**config.mk**
```make
export PLATFORM = sky130hd
export DESIGN_NAME = dmi_jtag_ctrl
export DESIGN_NICKNAME = d
export VERILOG_FILES = /design/src/rtl/dmi_jtag_ctrl.sv
export SDC_FILE = /design/constraint.sdc
export NUM_CORES = 1
export LEC_CHECK = 0
export CAP_MARGIN = 30
export CORE_UTILIZATION = 45
export CTS_BUF_LIST = sky130_fd_sc_hd__clkbuf_16
export CTS_CLUSTER_SIZE = 24
export DETAILED_ROUTE_END_ITERATION = 12
export DONT_BUFFER_PORTS = 1
export GPL_TIMING_DRIVEN = 0
export RECOVER_POWER = 100
export SETUP_SLACK_MARGIN = 0.5
export SLEW_MARGIN = 30
export SYNTH_ARGS = -nofsm -noshare
export SYNTH_HDL_FRONTEND = slang
export SYNTH_SLANG_ARGS = --single-unit
```
**constraint.sdc**
```tcl
create_clock -name tck_i -period 3.9 [get_ports tck_i]
set_input_delay 0.585 -clock tck_i [delete_from_list [all_inputs] [get_ports tck_i]]
set_output_delay 0.585 -clock tck_i [all_outputs]
set_load 0.02 [all_outputs]
```
**src/rtl/dmi_jtag_ctrl.sv**
```systemverilog
// JTAG-side DMI controller: dtmcs/dmi shift registers, request/response FSM, sticky error.
// Optional WAIT-state response timeout is enabled by defining DMI_TIMEOUT_EN.
module dmi_jtag_ctrl #(
    parameter int unsigned IdleCycles    = 1,
    parameter int unsigned TimeoutCycles = 255
) (
    input  logic        tck_i,
    input  logic        trst_ni,
    input  logic        capture_dr_i,
    input  logic        shift_dr_i,
    input  logic        update_dr_i,
    input  logic        dtmcs_select_i,
    input  logic        dmi_select_i,
    input  logic        tdi_i,
    output logic        tdo_o,
    output logic [40:0] dmi_req_o,
    output logic        dmi_req_valid_o,
    input  logic        dmi_req_ready_i,
    input  logic [33:0] dmi_resp_i,
    input  logic        dmi_resp_valid_i,
    output logic        dmi_resp_ready_o,
    output logic        dmi_cdc_clear_o
);

    localparam logic [2:0] IDLE       = 3'd0;
    localparam logic [2:0] READ       = 3'd1;
    localparam logic [2:0] WAIT_READ  = 3'd2;
    localparam logic [2:0] WRITE      = 3'd3;
    localparam logic [2:0] WAIT_WRITE = 3'd4;
    localparam logic [2:0] IDLE_FIELD = 3'(IdleCycles);

    logic [2:0]  state_r, state_s;
    logic [1:0]  error_r, error_s;
    logic [6:0]  addr_r, addr_s;
    logic [31:0] data_r, data_s;
    logic        clear_r, clear_s;
    logic [31:0] dtmcs_sr_r;
    logic [40:0] dmi_sr_r;
    logic [31:0] dtmcs_value_s;
    logic [1:0]  op_s;
    logic        waiting_s;
    logic        timeout_s;

    assign dtmcs_value_s = {17'd0, IDLE_FIELD, error_r, 6'd7, 4'd1};
    assign waiting_s     = (state_r == WAIT_READ) || (state_r == WAIT_WRITE);

`ifdef DMI_TIMEOUT_EN
    localparam int unsigned CntW = (TimeoutCycles > 255) ? $clog2(TimeoutCycles + 1) : 8;
    logic [CntW-1:0] cnt_r, cnt_s;

    assign timeout_s = waiting_s && (cnt_r == CntW'(TimeoutCycles - 1));

    // Counter restarts on every state change and only advances while waiting.
    always_comb begin
        cnt_s = '0;
        if (state_s != state_r) begin
            cnt_s = '0;
        end else if (waiting_s) begin
            cnt_s = cnt_r + {{(CntW-1){1'b0}}, 1'b1};
        end else begin
            cnt_s = '0;
        end
    end

    // Timeout counter register.
    always_ff @(posedge tck_i or negedge trst_ni) begin
        if (!trst_ni) begin
            cnt_r <= '0;
        end else begin
            cnt_r <= cnt_s;
        end
    end
`else
    assign timeout_s = 1'b0;
`endif

    // Next-state logic; dtmcs hardreset has final say over everything else.
    always_comb begin
        state_s = state_r;
        error_s = error_r;
        addr_s  = addr_r;
        data_s  = data_r;
        clear_s = 1'b0;
        case (state_r)
            IDLE: begin
                if (dmi_select_i && update_dr_i && (error_r == 2'd0)) begin
                    addr_s = dmi_sr_r[40:34];
                    data_s = dmi_sr_r[33:2];
                    case (dmi_sr_r[1:0])
                        2'd1:    state_s = READ;
                        2'd2:    state_s = WRITE;
                        default: state_s = IDLE;
                    endcase
                end else begin
                    state_s = IDLE;
                end
            end
            READ: begin
                if (dmi_req_ready_i) state_s = WAIT_READ;
                else                 state_s = READ;
            end
            WRITE: begin
                if (dmi_req_ready_i) state_s = WAIT_WRITE;
                else                 state_s = WRITE;
            end
            WAIT_READ, WAIT_WRITE: begin
                if (dmi_resp_valid_i) begin
                    if (state_r == WAIT_READ) data_s = dmi_resp_i[33:2];
                    else                      data_s = data_r;
                    if ((dmi_resp_i[1:0] != 2'd0) && (error_r == 2'd0)) error_s = 2'd2;
                    else                                                 error_s = error_r;
                    state_s = IDLE;
                end else if (timeout_s) begin
                    error_s = 2'd2;
                    clear_s = 1'b1;
                    state_s = IDLE;
                end else begin
                    state_s = state_r;
                end
            end
            default: state_s = IDLE;
        endcase
        if (dmi_select_i && (capture_dr_i || update_dr_i) && (state_r != IDLE)) begin
            error_s = 2'd3;
        end else begin
            error_s = error_s;
        end
        if (dtmcs_select_i && update_dr_i) begin
            if (dtmcs_sr_r[17]) begin
                state_s = IDLE;
                error_s = 2'd0;
                clear_s = 1'b1;
            end else if (dtmcs_sr_r[16]) begin
                error_s = 2'd0;
            end else begin
                error_s = error_s;
            end
        end else begin
            clear_s = clear_s;
        end
    end

    // Control state registers.
    always_ff @(posedge tck_i or negedge trst_ni) begin
        if (!trst_ni) begin
            state_r <= IDLE;
            error_r <= 2'd0;
            addr_r  <= 7'd0;
            data_r  <= 32'd0;
            clear_r <= 1'b0;
        end else begin
            state_r <= state_s;
            error_r <= error_s;
            addr_r  <= addr_s;
            data_r  <= data_s;
            clear_r <= clear_s;
        end
    end

    // Capture/shift of the two data registers; tdi enters at the MSB.
    always_ff @(posedge tck_i or negedge trst_ni) begin
        if (!trst_ni) begin
            dtmcs_sr_r <= 32'd0;
            dmi_sr_r   <= 41'd0;
        end else if (capture_dr_i) begin
            if (dtmcs_select_i) dtmcs_sr_r <= dtmcs_value_s;
            if (dmi_select_i)   dmi_sr_r   <= {addr_r, data_r, error_r};
        end else if (shift_dr_i) begin
            if (dtmcs_select_i) dtmcs_sr_r <= {tdi_i, dtmcs_sr_r[31:1]};
            if (dmi_select_i)   dmi_sr_r   <= {tdi_i, dmi_sr_r[40:1]};
        end
    end

    // Output decodes straight from registered state.
    always_comb begin
        case (state_r)
            READ:    op_s = 2'd1;
            WRITE:   op_s = 2'd2;
            default: op_s = 2'd0;
        endcase
        if (dtmcs_select_i)    tdo_o = dtmcs_sr_r[0];
        else if (dmi_select_i) tdo_o = dmi_sr_r[0];
        else                   tdo_o = 1'b0;
    end

    assign dmi_req_o        = {addr_r, data_r, op_s};
    assign dmi_req_valid_o  = (state_r == READ) || (state_r == WRITE);
    assign dmi_resp_ready_o = waiting_s;
    assign dmi_cdc_clear_o  = clear_r;

endmodule
```
==> Word-level counts from Yosys, hierarchy flattened <==
Index checks and enable logic that the tools add are counted.
{ "op_classes": {"mux": 32, "eq_ne": 9, "reduce_logical": 20} }
{ "ops": {"columns": ["op", "count"], "rows": [
  ["two-way mux 32 bit", 7],
  ["two-way mux 41 bit", 4],
  ["one-hot mux 32 bit (2 select lines)", 1],
  ["two-way mux 2 bit", 8],
  ["two-way mux 3 bit", 5],
  ["one-hot mux 3 bit (4 select lines)", 1],
  ["one-hot mux 2 bit (2 select lines)", 2],
  ["equality test 3 x 2 -> 1 bit (second input constant)", 2],
  ["logical AND 1 bit", 6],
  ["!= test 2 bit (second input constant)", 3],
  ["AND reduction 2 bit", 3],
  ["nonzero test 2 bit", 3],
  ["two-way mux 1 bit", 4],
  ["AND reduction 4 bit", 1],
  ["equality test 3 x 1 -> 1 bit (second input constant)", 1],
  ["equality test 3 bit (second input constant)", 1],
  ["zero test 3 bit", 1],
  ["logical OR 1 bit", 3],
  ["nonzero test 3 bit", 1],
  ["equality test 2 x 1 -> 1 bit (second input constant)", 1],
  ["equality test 2 bit (second input constant)", 1],
  ["zero test 2 bit", 1],
  ["OR reduction 2 bit", 1]
]} }
{ "totals": {"inputBits": 44, "output_inout_bits": 45, "word_cells": 68, "regBits": 118} }

==> Longest topological paths before layout <==
{ "logic_depth": {"word_depth": 9, "depth_mapped": 6, "mapped_depth_nobuf": 5} }

==> Worst setup path before layout <==
Ideal clock, no wire load.
{ "synth_timing": {"kind": "input to register", "from": "input port dmi_select_i", "to": "register addr_r[1]", "path_slack_ns": 2.089, "t_arrival_ns": 1.683, "setup_time_ns": 0.128, "t_required_ns": 3.772, "path_buffers": 1, "path_stages": 4, "path_cell_list": "nand4bb_1 -> or4_1 -> clkbuf_1 -> mux2_1"} }
{ "synth_via": {"elab_chain_len": 3} }
{ "synth_rtl": {"columns": ["element", "line", "rtl"], "rows": [
  ["start, declared", "13", "input logic dmi_select_i,"],
  ["logical AND 1 bit (2 in a row)", "86", "if (dmi_select_i && update_dr_i && (error_r == 2'd0)) begin"],
  ["AND reduction 2 bit (no source line)", null, null],
  ["end signal, assigned", "154", "addr_r <= addr_s;"],
  ["end, declared", "34", "logic [6:0] addr_r, addr_s;"]
]} }
No other way between the ends.
A chain may end at the register's enable or synchronous reset.

==> Final worst setup path <==
{ "layout_timing": {"from": "register state_r[1]", "to": "output port dmi_resp_ready_o"} }
{ "layout_via": {"elab_chain_len": 2, "word_cells_on_any_way": 3, "cone_classes": "eq/ne: 2; reduce/logical: 1"} }
{ "layout_rtl": {"columns": ["element", "line", "rtl"], "rows": [
  ["start, declared", "32", "logic [2:0] state_r, state_s;"],
  ["start signal, assigned", "152", "state_r <= state_s;"],
  ["equality test 3 x 2 -> 1 bit or equality test 3 bit (tied branches)", "45", "assign waiting_s = (state_r == WAIT_READ) || (state_r == WAIT_WRITE);"],
  ["logical OR 1 bit (*)", "45", null],
  ["end, declared", "21", "output logic dmi_resp_ready_o,"]
]} }
Every way passes the cells marked *; elsewhere a longest branch is shown, timed or not.

==> impl_metrics.yaml <==
outcome:
  status: "complete, but fails checks"
  violations: "capacitance limit, slew limit"
placement:
  dp_hpwl_mm: 7.71
  dp_cells: 659
  place.port_buffers: 0
  place_congestion: 0.739
global_routing:
  grt.overflow.total: 0
  grt_pass1_wl_mm: 19.6
  grt_pass1_vias: 3812
  met3_usage_pct: 7.03
  gr-usage-met2_pct: 31.2
  use_met1_pct: 25.8
  antenna_found_initial: 0
  grt_busiest_layer: "met2"
  grt_use_total_pct: 20.3
  grt_max_degree: 119
sta:
  post-route-period-util_pct: 75.3
  setup_viol_count_final: 0
  hold_ws_ns: 0.116
  skew_ns: 0.00623
  rsz0062_at_grt: "false"
  finalHoldViolations: 0
  worst_pin_slew_ns: 1.61
  fin_setup_tns_ns: 0
  slew_headroom_pct: -7.32
  period_minus_slack_ns: 2.94
  max_freq_ghz: 0.341
  slew_viol_final: 11
worst_setup_path:
  worstReg2RegEnd: "data_r[13]"
  critical_path_arrival_ns: 2.35
  endpoint_kind: "output port"
  worst_ep_required_time_ns: 3.31
  rrSetupSlack_ns: 1.00
  critical_path_class: "reg -> out"
  rr_worst_depth: 5
  r2r_start: "error_r[0]"
  path_max_fanout: 10
  startpoint_type: "flip-flop"
die:
  die_y_um: 110
  die_area_sq_um: 12200
  chipWidth_um: 110
  ios: 89
  initial_core_util_pct: 46.2
  coreArea_sq_um: 11500
  rows: 39
drt:
  post-route-drc-count: 0
  via_per_inst: 5.44
  first_iter_violations: 166
  routed_wl_mm: 11.7
  firstDrtPassIters: 6
  ant_nets: 0
  num_vias: 3764
  wire_per_inst_um: 16.9
logic_synthesis:
  yosysSeqAreaShare_pct: 55.8
  synthesis.instances: 516
  syn_nets: 561
  yosysWarnings: 0
  synth_seq_cells: 118
  synth_area_sq_um: 5300
  synth_area_per_cell_sq_um: 10.3
  synth_cell_type_count: 31
pwr:
  vdd_ir_drop_max_v: 0.000431
  leakage_nw: 2.68
  powerDensity_nw_per_um2: 738
  p_total_mw: 4.50
final_layout:
  drive_gt1_share_pct: 7.65
  fillers: 1032
  final_core_utilization_pct: 53.2
  final_cells: 692
  nets: 581
  syn_to_final_growth_pct: 15.1
  n_antenna_cell: 0
clock_network:
  clock_latency_ns: 0.41
  numCtsBuffers: 17
  htreeDepth: 4
  path_clk_slew_ns: 0.05
  root_buffer: "clkbuf_16"
  clockBufferDepth: 2
  tritoncts: "yes"
  cts_sinks: 118
flow_run:
  max-cap-violations: 1
worst_hold_path:
  hp-class: "in -> async"
## state kept, by name, indices dropped and copies added, names as in the netlist
register and cells:
data_r 32, dtmcs_sr_r 32, addr_r 7, dmi_sr_r 41
dmi_cdc_clear_o 1, error_r 2, state_r 3
## layout make-up
| cell class | count | area, sq um | share of cell area, % |
|---|---|---|---|
| buffer | 36 | 149 | 2.44 |
| clock buffer | 17 | 425 | 6.98 |
| clock inverter | 15 | 193 | 3.16 |
| inverter | 4 | 15.0 | 0.246 |
| multi-input combinational | 358 | 2150 | 35.3 |
| sequential | 118 | 2950 | 48.4 |
| tap | 143 | 179 | 2.94 |
| timing repair buffer | 1 | 27.5 | 0.452 |
## report_power, final
| part | total (mW) | switching, mW | internal [mW] |
|---|---|---|---|
| logic | 0.700 | 0.373 | 0.327 |
| clock network | 1.64 | 0.528 | 1.11 |
| registers | 2.16 | 0.567 | 1.59 |
## worst max-delay path, cell delays in order (launching register included)
cell	delay, ns
dfrtp_1	0.37
buf_2	0.17
xnor2_1	0.13
nor2_1	0.48
clkbuf_1	0.78
## kinds of logic (layout without fill, tap and decap cells)
kind of cell	after synthesis	in the layout	synth area share (%)
AOI/OAI and AO/OA	119	119	12.0
xor gates and xnor gates	1	1	0.165
adders and majority gates	1	1	0.236
buffers and inverters	40	73	3.19
DFF	118	118	55.8
muxes	82	82	15.7
and+or+nand+nor	155	155	12.9
## cells in the final DEF, fill, tap and decap left out, types with 6 or more instances in the layout
master / instances
nand2b_1: 27
nand2_1: 75
dfrtp_1: 118
mux2i_1: 75
nor2_1: 45
clkbuf_1: 25
o21ai_0: 78
clkbuf_16: 17
inv_1: 6
a21oi_1: 33
buf_2: 11
## metrics by stage
step	setup slack [ns]	cell area, sq um
3_5_place_dp	1.74	5480
2_1_floorplan	2.09	5300
6_report	0.965	6100
4_1_cts	1.43	6120
3_3_place_gp	1.78	5480
5_1_grt	0.694	6100
## routing by layer
layer	part of all wire [%]	wire, um
met5	0	0
met4	2.3	267
met3	5.3	614
met2	47	5480
met1	45	5310
## worst max path at each step
stage                       from               end  depth (start not counted)
floorplan           dmi_select_i         addr_r[1]                          4
global placement    capture_dr_i      dmi_sr_r[23]                          4
detailed placement  capture_dr_i      dmi_sr_r[35]                          4
CTS                   state_r[1]  dmi_resp_ready_o                          4
global route          error_r[0]        data_r[30]                          5
finish                state_r[1]  dmi_resp_ready_o                          4
## Yosys cell counts
library cell	instances	area share (%)
o22a_1	2	0.33
mux2i_1	75	14
clkbuf_1	21	1.5
nand2_1	75	5.3
nor3_1	1	0.094
o211ai_1	1	0.14
o21ai_0	76	7.2
nor2b_1	1	0.12
and3_1	1	0.12
nand2b_1	27	3.2
nor4b_1	1	0.17
nand4bb_1	1	0.21
a2111oi_4	1	0.52
a21boi_0	1	0.14
o21ai_1	2	0.19
or4_1	1	0.14
buf_2	15	1.4
inv_1	4	0.28
mux2_1	3	0.64
o21a_1	1	0.14
and3b_1	1	0.17
o31a_1	1	0.17
nor4bb_1	1	0.19
a21oi_1	33	3.1
mux2_2	4	0.85
a31oi_1	1	0.12
xnor2_1	1	0.17
dfrtp_1	118	56
ha_1	1	0.24
nor2_2	1	0.12
nor2_1	44	3.1
## timing repair
item | in CTS | in global routing
resized for setup | 0 | 0
endpoints found under the hold margin | 118 | 0
hold buffers | 1 | 0
buffers inserted | 0 | 0
Note: power is estimated with default switching activity, not from simulation.
